$ cat src/rtl/id_queue.sv
// Decode-stage front end: DEPTH-entry instruction buffer between IF and EX with
// head decode, load-use bubble insertion, synchronous flush and a registered issue stage.
module id_queue #(
   parameter int XLEN  = 32,
   parameter int DEPTH = 4
) (
   input  logic            clk,
   input  logic            rst,
   input  logic            flush,
   input  logic            in_valid,
   output logic            in_ready,
   input  logic [XLEN-1:0] in_pc,
   input  logic [XLEN-1:0] in_inst,
   output logic            out_valid,
   input  logic            out_ready,
   output logic [XLEN-1:0] out_pc,
   output logic [XLEN-1:0] out_inst,
   output logic [4:0]      out_rs1,
   output logic [4:0]      out_rs2,
   output logic [4:0]      out_rd,
   output logic [XLEN-1:0] out_imm,
   output logic            out_is_load
);

   localparam int AW = $clog2(DEPTH);
   localparam int CW = AW + 1;
   localparam logic [AW-1:0] PTR_ZERO  = AW'(0);
   localparam logic [AW-1:0] PTR_ONE   = AW'(1);
   localparam logic [CW-1:0] CNT_ZERO  = CW'(0);
   localparam logic [CW-1:0] CNT_ONE   = CW'(1);
   localparam logic [CW-1:0] CNT_DEPTH = CW'(DEPTH);

   localparam logic [6:0] OP_LOAD   = 7'b0000011;
   localparam logic [6:0] OP_IMM    = 7'b0010011;
   localparam logic [6:0] OP_JALR   = 7'b1100111;
   localparam logic [6:0] OP_STORE  = 7'b0100011;
   localparam logic [6:0] OP_BRANCH = 7'b1100011;
   localparam logic [6:0] OP_LUI    = 7'b0110111;
   localparam logic [6:0] OP_AUIPC  = 7'b0010111;
   localparam logic [6:0] OP_JAL    = 7'b1101111;
   localparam logic [6:0] OP_REG    = 7'b0110011;

   function automatic logic [31:0] imm_decode(input logic [31:0] inst);
      logic [31:0] imm;
      case (inst[6:0])
         OP_LOAD, OP_IMM, OP_JALR:
            imm = {{20{inst[31]}}, inst[31:20]};
         OP_STORE:
            imm = {{20{inst[31]}}, inst[31:25], inst[11:7]};
         OP_BRANCH:
            imm = {{19{inst[31]}}, inst[31], inst[7], inst[30:25], inst[11:8], 1'b0};
         OP_LUI, OP_AUIPC:
            imm = {inst[31:12], 12'h000};
         OP_JAL:
            imm = {{11{inst[31]}}, inst[31], inst[19:12], inst[20], inst[30:21], 1'b0};
         default:
            imm = 32'h0000_0000;
      endcase
      return imm;
   endfunction

   function automatic logic uses_rs1_f(input logic [6:0] op);
      logic u;
      case (op)
         OP_LUI, OP_AUIPC, OP_JAL: u = 1'b0;
         default:                  u = 1'b1;
      endcase
      return u;
   endfunction

   function automatic logic uses_rs2_f(input logic [6:0] op);
      logic u;
      case (op)
         OP_REG, OP_STORE, OP_BRANCH: u = 1'b1;
         default:                     u = 1'b0;
      endcase
      return u;
   endfunction

   logic [XLEN-1:0] mem_pc_r   [DEPTH];
   logic [XLEN-1:0] mem_inst_r [DEPTH];
   logic [AW-1:0]   wr_ptr_r, rd_ptr_r;
   logic [CW-1:0]   count_r, count_next_s;
   logic            in_ready_r;

   logic [XLEN-1:0] head_pc_s, head_inst_s, head_imm_s;
   logic signed [31:0] head_imm32_s;
   logic [6:0]      head_op_s;
   logic [4:0]      head_rs1_s, head_rs2_s, head_rd_s;
   logic            uses_rs1_s, uses_rs2_s, hazard_s;
   logic            has_head_s, load_en_s, push_s, pop_s;

   logic            out_valid_r, out_is_load_r;
   logic [XLEN-1:0] out_pc_r, out_inst_r, out_imm_r;
   logic [4:0]      out_rs1_r, out_rs2_r, out_rd_r;

   // Head-entry decode and load-use hazard detection against the issue register
   always_comb begin
      head_pc_s    = mem_pc_r[rd_ptr_r];
      head_inst_s  = mem_inst_r[rd_ptr_r];
      head_op_s    = head_inst_s[6:0];
      head_rs1_s   = head_inst_s[19:15];
      head_rs2_s   = head_inst_s[24:20];
      head_rd_s    = head_inst_s[11:7];
      head_imm32_s = imm_decode(head_inst_s[31:0]);
      head_imm_s   = XLEN'(head_imm32_s);
      uses_rs1_s   = uses_rs1_f(head_op_s);
      uses_rs2_s   = uses_rs2_f(head_op_s);
      hazard_s     = out_valid_r && out_is_load_r && (out_rd_r != 5'd0) &&
                     ((uses_rs1_s && (head_rs1_s == out_rd_r)) ||
                      (uses_rs2_s && (head_rs2_s == out_rd_r)));
   end

   // Handshake control and next buffer occupancy; flush suppresses both push and pop
   always_comb begin
      has_head_s   = (count_r != CNT_ZERO);
      load_en_s    = !out_valid_r || out_ready;
      push_s       = in_valid && in_ready_r && !flush;
      pop_s        = !flush && load_en_s && has_head_s && !hazard_s;
      count_next_s = count_r;
      if (flush) begin
         count_next_s = CNT_ZERO;
      end else begin
         case ({push_s, pop_s})
            2'b10:   count_next_s = count_r + CNT_ONE;
            2'b01:   count_next_s = count_r - CNT_ONE;
            default: count_next_s = count_r;
         endcase
      end
   end

   // Pointers, occupancy and in_ready (registered view of count < DEPTH)
   always_ff @(posedge clk or negedge rst) begin
      if (!rst) begin
         wr_ptr_r   <= PTR_ZERO;
         rd_ptr_r   <= PTR_ZERO;
         count_r    <= CNT_ZERO;
         in_ready_r <= 1'b1;
      end else if (flush) begin
         wr_ptr_r   <= PTR_ZERO;
         rd_ptr_r   <= PTR_ZERO;
         count_r    <= CNT_ZERO;
         in_ready_r <= 1'b1;
      end else begin
         if (push_s) wr_ptr_r <= wr_ptr_r + PTR_ONE;
         if (pop_s)  rd_ptr_r <= rd_ptr_r + PTR_ONE;
         count_r    <= count_next_s;
         in_ready_r <= (count_next_s < CNT_DEPTH);
      end
   end

   // Entry storage; contents are only meaningful between rd_ptr and wr_ptr
   always_ff @(posedge clk) begin
      if (push_s) begin
         mem_pc_r[wr_ptr_r]   <= in_pc;
         mem_inst_r[wr_ptr_r] <= in_inst;
      end
   end

   // Issue register: capture the head when EX can take it, bubble on hazard or empty
   always_ff @(posedge clk or negedge rst) begin
      if (!rst) begin
         out_valid_r   <= 1'b0;
         out_pc_r      <= {XLEN{1'b0}};
         out_inst_r    <= {XLEN{1'b0}};
         out_rs1_r     <= 5'd0;
         out_rs2_r     <= 5'd0;
         out_rd_r      <= 5'd0;
         out_imm_r     <= {XLEN{1'b0}};
         out_is_load_r <= 1'b0;
      end else if (flush) begin
         out_valid_r <= 1'b0;
      end else if (load_en_s) begin
         if (pop_s) begin
            out_valid_r   <= 1'b1;
            out_pc_r      <= head_pc_s;
            out_inst_r    <= head_inst_s;
            out_rs1_r     <= head_rs1_s;
            out_rs2_r     <= head_rs2_s;
            out_rd_r      <= head_rd_s;
            out_imm_r     <= head_imm_s;
            out_is_load_r <= (head_op_s == OP_LOAD);
         end else begin
            out_valid_r <= 1'b0;
         end
      end else begin
         out_valid_r <= out_valid_r;
      end
   end

   assign in_ready    = in_ready_r;
   assign out_valid   = out_valid_r;
   assign out_pc      = out_pc_r;
   assign out_inst    = out_inst_r;
   assign out_rs1     = out_rs1_r;
   assign out_rs2     = out_rs2_r;
   assign out_rd      = out_rd_r;
   assign out_imm     = out_imm_r;
   assign out_is_load = out_is_load_r;

endmodule

$ cat config.mk
export PLATFORM = sky130hd
export DESIGN_NAME = id_queue
export DESIGN_NICKNAME = d
export VERILOG_FILES = /design/src/rtl/id_queue.sv
export SDC_FILE = /design/constraint.sdc
export NUM_CORES = 1
export LEC_CHECK = 0
export BUFFER_PORTS_ARGS = -buffer_cell sky130_fd_sc_hd__buf_4
export CORE_MARGIN = 2
export CORE_UTILIZATION = 49
export CTS_CLUSTER_DIAMETER = 30
export DETAILED_ROUTE_END_ITERATION = 16
export GPL_ROUTABILITY_DRIVEN = 0
export GPL_TIMING_DRIVEN = 0
export PLACE_DENSITY = 0.69
export SYNTH_ARGS = -nofsm -noshare
export SYNTH_HDL_FRONTEND = slang
export SYNTH_SLANG_ARGS = --single-unit
$ cat constraint.sdc
create_clock -name clk -period 3.9 [get_ports clk]
set_input_delay 0.585 -clock clk [delete_from_list [all_inputs] [get_ports clk]]
set_output_delay 0.585 -clock clk [all_outputs]
set_load 0.02 [all_outputs]
==> summary.txt <==
Placed design
  • # port buffers: ~180
  • Setup WS pre-CTS: -0.346 ns
  • HPWL after DPL: 19500 µm
  • Placed Area: ~0.016 mm²

Setup path
  • Crit end category: flip-flop
  • CP required: around 4.4 ns
  • Worst R2R Start: rd_ptr_r[0]
  • Delay-heaviest family, CP: buffers and inverters
  • R2r setup slk: between 0.2 and 0.3 ns
  • Critical path class: reg2reg
  • Most Frequent Cell on Critical Path: xnor2_1
  • Crit-path max FO: 19
  • FF-to-FF End: in_ready
  • Register-to-Register Path Depth: 16
  • WP depth: 16
  • Crit-path cells: buf_4 -> buf_12 -> buf_8 -> mux4_2 -> xnor2_1 -> nand3_1 -> nor4_4 -> nor2_2 -> buf_6 -> ha_1 -> fa_1 -> xnor2_1 -> nor2_1 -> xnor2_1 -> nor2_1 -> inv_1
  • Buf+Inv Stages, Crit Path: 5
  • Worst setup SP type: flip-flop
  • Critical Path Slowest Stage Cell: mux4_2
  • Arrival @ worst endpoint: about 4.1 ns
  • Worst stage delay on the critical path: about 0.56 ns

Logic synthesis
  • Synth Flop Type: edfxtp_1
  • Synth cell types: 48
  • Synth async-reset ratio: just under 30%
  • Top cells by area, synth: edfxtp_1, dfrtp_1, mux4_2
  • Mapped Nets: 795
  • Seq/Total Area, Yosys: between 70% and 80%
  • Area leader, netlist: edfxtp_1
  • #FFs+latches synth: ~360
  • Share of the synthesized area in the top cell type: 54.1%
  • Cells after synthesis: approximately 720
  • Number of synthesized flops with an enable pin: between 200 and 300
  • Count leader, synth: edfxtp_1
  • Yosys warns: 0
  • Mapped Area: 0.0142 mm²
  • Syn avg cell area: between 15 and 20 µm²
  • Post-synth top cells: edfxtp_1, dfrtp_1, mux4_2

Final layout
  • Fillcell total: approximately 2k
  • Fin nets: between 1k and 1.5k
  • Final Cell Area: between 0.015 and 0.02 mm²
  • Area Overhead vs Synth: 31.9%
  • Ant. Diodes: 0
  • Share of post-route cells with drive strength above 1: 43.4%

Routing
  • Final ANT Viol Nets: 0
  • DR DRC count: 0
  • DR pass1 iterations: 4
  • Via count: 7512
  • WL/cell: between 20 and 25 µm
  • Drt initial violations: 507
  • Final wirelength: between 30000 and 40000 µm
  • Via/cell ratio: about 5.3

Power and ir drop
  • Total power: 0.0135 W
  • Leak Pwr: approximately 7 nW
  • Share of total power in sequential cells: about 37%
  • Psw: ~0.0035 W
  • Sw frac: 26.0%
  • Cell Pwr Density: a little over 700 mW/mm²
  • Clock share of power: between 40% and 50%
  • Gate power share: 17.2%
  • Int Pwr: roughly 0.01 W
  • Maximum VDD drop: around 0.48 mV

Timing
  • Hold WS: ~0.22 ns
  • Final Slew Violations: 0
  • Skew final: approximately 0.030 ns
  • Fin. Hold Viols: 0
  • Crit share post-route: 93.0%
  • RSZ-0062 raised after global routing: no
  • Relative slew slack: between 30% and 40%
  • PnR worst setup slack: around 0.27 ns
  • Fmax: approximately 280 MHz
  • Slew at the pin closest to its max-slew limit: approximately 0.9 ns
  • Tmin final: around 3.6 ns
  • Final setup vio count: 0

Worst hold path
  • HP Start: in_inst[25]
  • Worst hold endpoint: mem_inst_r[3][25]
  • Worst Hold Class: in2reg
  • Worst hold path depth: 1

Die
  • Starting Density: 49.6%
  • Die width: about 170 µm
  • # rows: 62
  • DIE AREA: roughly 0.030 mm²
  • Die height: between 150 and 200 µm
  • I/O pin count: 183
  • Core area: 0.0286 mm²

CTS
  • Num Clock Sinks: between 300 and 400
  • Clock latency on the worst-skew pair: 0.56 ns
  • CTS tree: built
  • Bufs on Longest Clock Path: 3
  • Worst-path clk slew: ~0.050 ns
  • Root Driver: clkbuf_16
  • H-tree lvl count: 3
  • CTS buffer count: 70

GRT
  • First-pass GRT wire length: ~48000 µm
  • Antenna violations before repair: 0
  • Largest net degree at the start of global routing: 67
  • Vias in the first global route: around 7.9k
  • Global Route Usage Sum: a little over a fifth
  • Gr ovfl total: 0

Run
  • Max-Cap Viols: 0

Status
  • Outcome: finished clean
==> worst reg2reg max path, stage by stage, from the launching register on <==
cell	delay (ns)
dfrtp_1	0.31
buf_4	0.17
buf_12	0.17
buf_8	0.18
mux4_2	0.57
xnor2_1	0.18
nand3_1	0.15
nor4_4	0.31
nor2_2	0.11
buf_6	0.21
ha_1	0.26
fa_1	0.40
xnor2_1	0.16
nor2_1	0.07
xnor2_1	0.11
nor2_1	0.11
inv_1	0.07
==> cells by family after synthesis <==
family	share of synthesized area [%]
flops	72.8
fa+ha+maj	0.670
simple gates	2.13
mux	18.3
buf+inv	2.83
compound gates	2.48
xor+xnor	0.802
==> per-layer routing <==
layer / GRT usage, % / vias to the layer above / routed length [µm]
met1: 29.4 / 3871 / 13600
met4: 6.76 / 0 / 444
met3: 5.49 / 43 / 2100
met5: 0 / - / 0
li1: - / 3356 / -
met2: 32.3 / 242 / 14900
==> per-stage QoR <==
| stage | TNS (ns) | util (%) | std cells |
|---|---|---|---|
| after floorplan | 0 | - | 719 |
| after global placement | -100.52 | 56.0 | 1284 |
| after detailed placement | -0.895 | 56.5 | 1289 |
| after CTS | 0 | 65.4 | 1423 |
| after global routing | 0 | 65.4 | 1423 |
| final | 0 | 65.4 | 1423 |
==> state kept, by name, summed over array words and instances, names as in the netlist <==
| register | cells |
|---|---|
| out_valid | 1 |
| out_pc | 32 |
| in_ready | 1 |
| rd_ptr_r | 2 |
| count_r | 3 |
| wr_ptr_r | 2 |
| mem_inst_r | 128 |
| out_is_load | 1 |
| mem_pc_r | 128 |
| out_inst | 32 |
| out_imm | 32 |
==> placed cells by master, fill, tap and decap left out, types with 2 or more instances in the layout <==
cell type   instances
mux2_2              2
mux2i_1            20
nand2_1            16
nor3_1              4
nor2_1              9
nand3_1             4
nor2b_1             3
and3b_1             2
clkinv_2           13
nand4b_1            2
buf_1               2
inv_6               4
clkinv_4            2
o21ai_0             7
mux2_1             33
o31ai_1             7
bufinv_16          12
inv_1              25
mux4_2             64
inv_8               2
clkbuf_1           24
clkbuf_16          72
clkinvlp_4          7
a21oi_1            22
o21a_1              2
xnor2_1            13
a22o_1              4
mux2_4             37
buf_16              3
buf_2               6
inv_16              3
and2_4              4
buf_6               6
clkinv_1            4
buf_4             202
buf_12              3
ha_1                6
edfxtp_1          256
nand2b_1            3
dfrtp_1           105
==> how the worst max path moves through the flow <==
| stage | from | to | slack [ns] |
|---|---|---|---|
| after global placement | flush | mem_inst_r[0][13] | -0.44 |
| after global routing | rd_ptr_r[0] | in_ready | 0.04 |
| final | rd_ptr_r[0] | in_ready | 0.27 |
| after floorplan | rd_ptr_r[0] | in_ready | 0.33 |
| after CTS | rd_ptr_r[0] | in_ready | 0.18 |
| after detailed placement | rd_ptr_r[1] | in_ready | -0.35 |
==> final cells by class <==
| cell class | count | area [µm²] | area share, % |
|---|---|---|---|
| inverters | 25 | 93.8 | 0.501 |
| repair buffers | 191 | 1530 | 8.15 |
| well taps | 384 | 480 | 2.57 |
| clock buffers | 82 | 1850 | 9.88 |
| flip-flops and latches | 362 | 10300 | 55.2 |
| clock inverters | 48 | 644 | 3.44 |
| multi-input cells | 283 | 3470 | 18.5 |
| plain buffers | 48 | 320 | 1.71 |
==> power groups by stage <==
stage	sequential (W)	clock, W	combinational (W)
final	0.00495	0.00625	0.00233
after global routing	0.00500	0.00656	0.00247
after CTS	0.00495	0.00635	0.00236
after detailed placement	0.00500	0	0.00235
after global placement	0.00501	0	0.00229
after floorplan	0.00539	0	0.000849
==> what timing repair did <==
action / in CTS / in global routing
buffers inserted: 4 / 0
pin swaps: 2 / 0
setup endpoints to repair: 3 / 1
hold endpoints to repair: 39 / 0
resized for setup: 4 / 2
hold buffers: 1 / 0
Note: power is estimated with default switching activity, not from simulation.
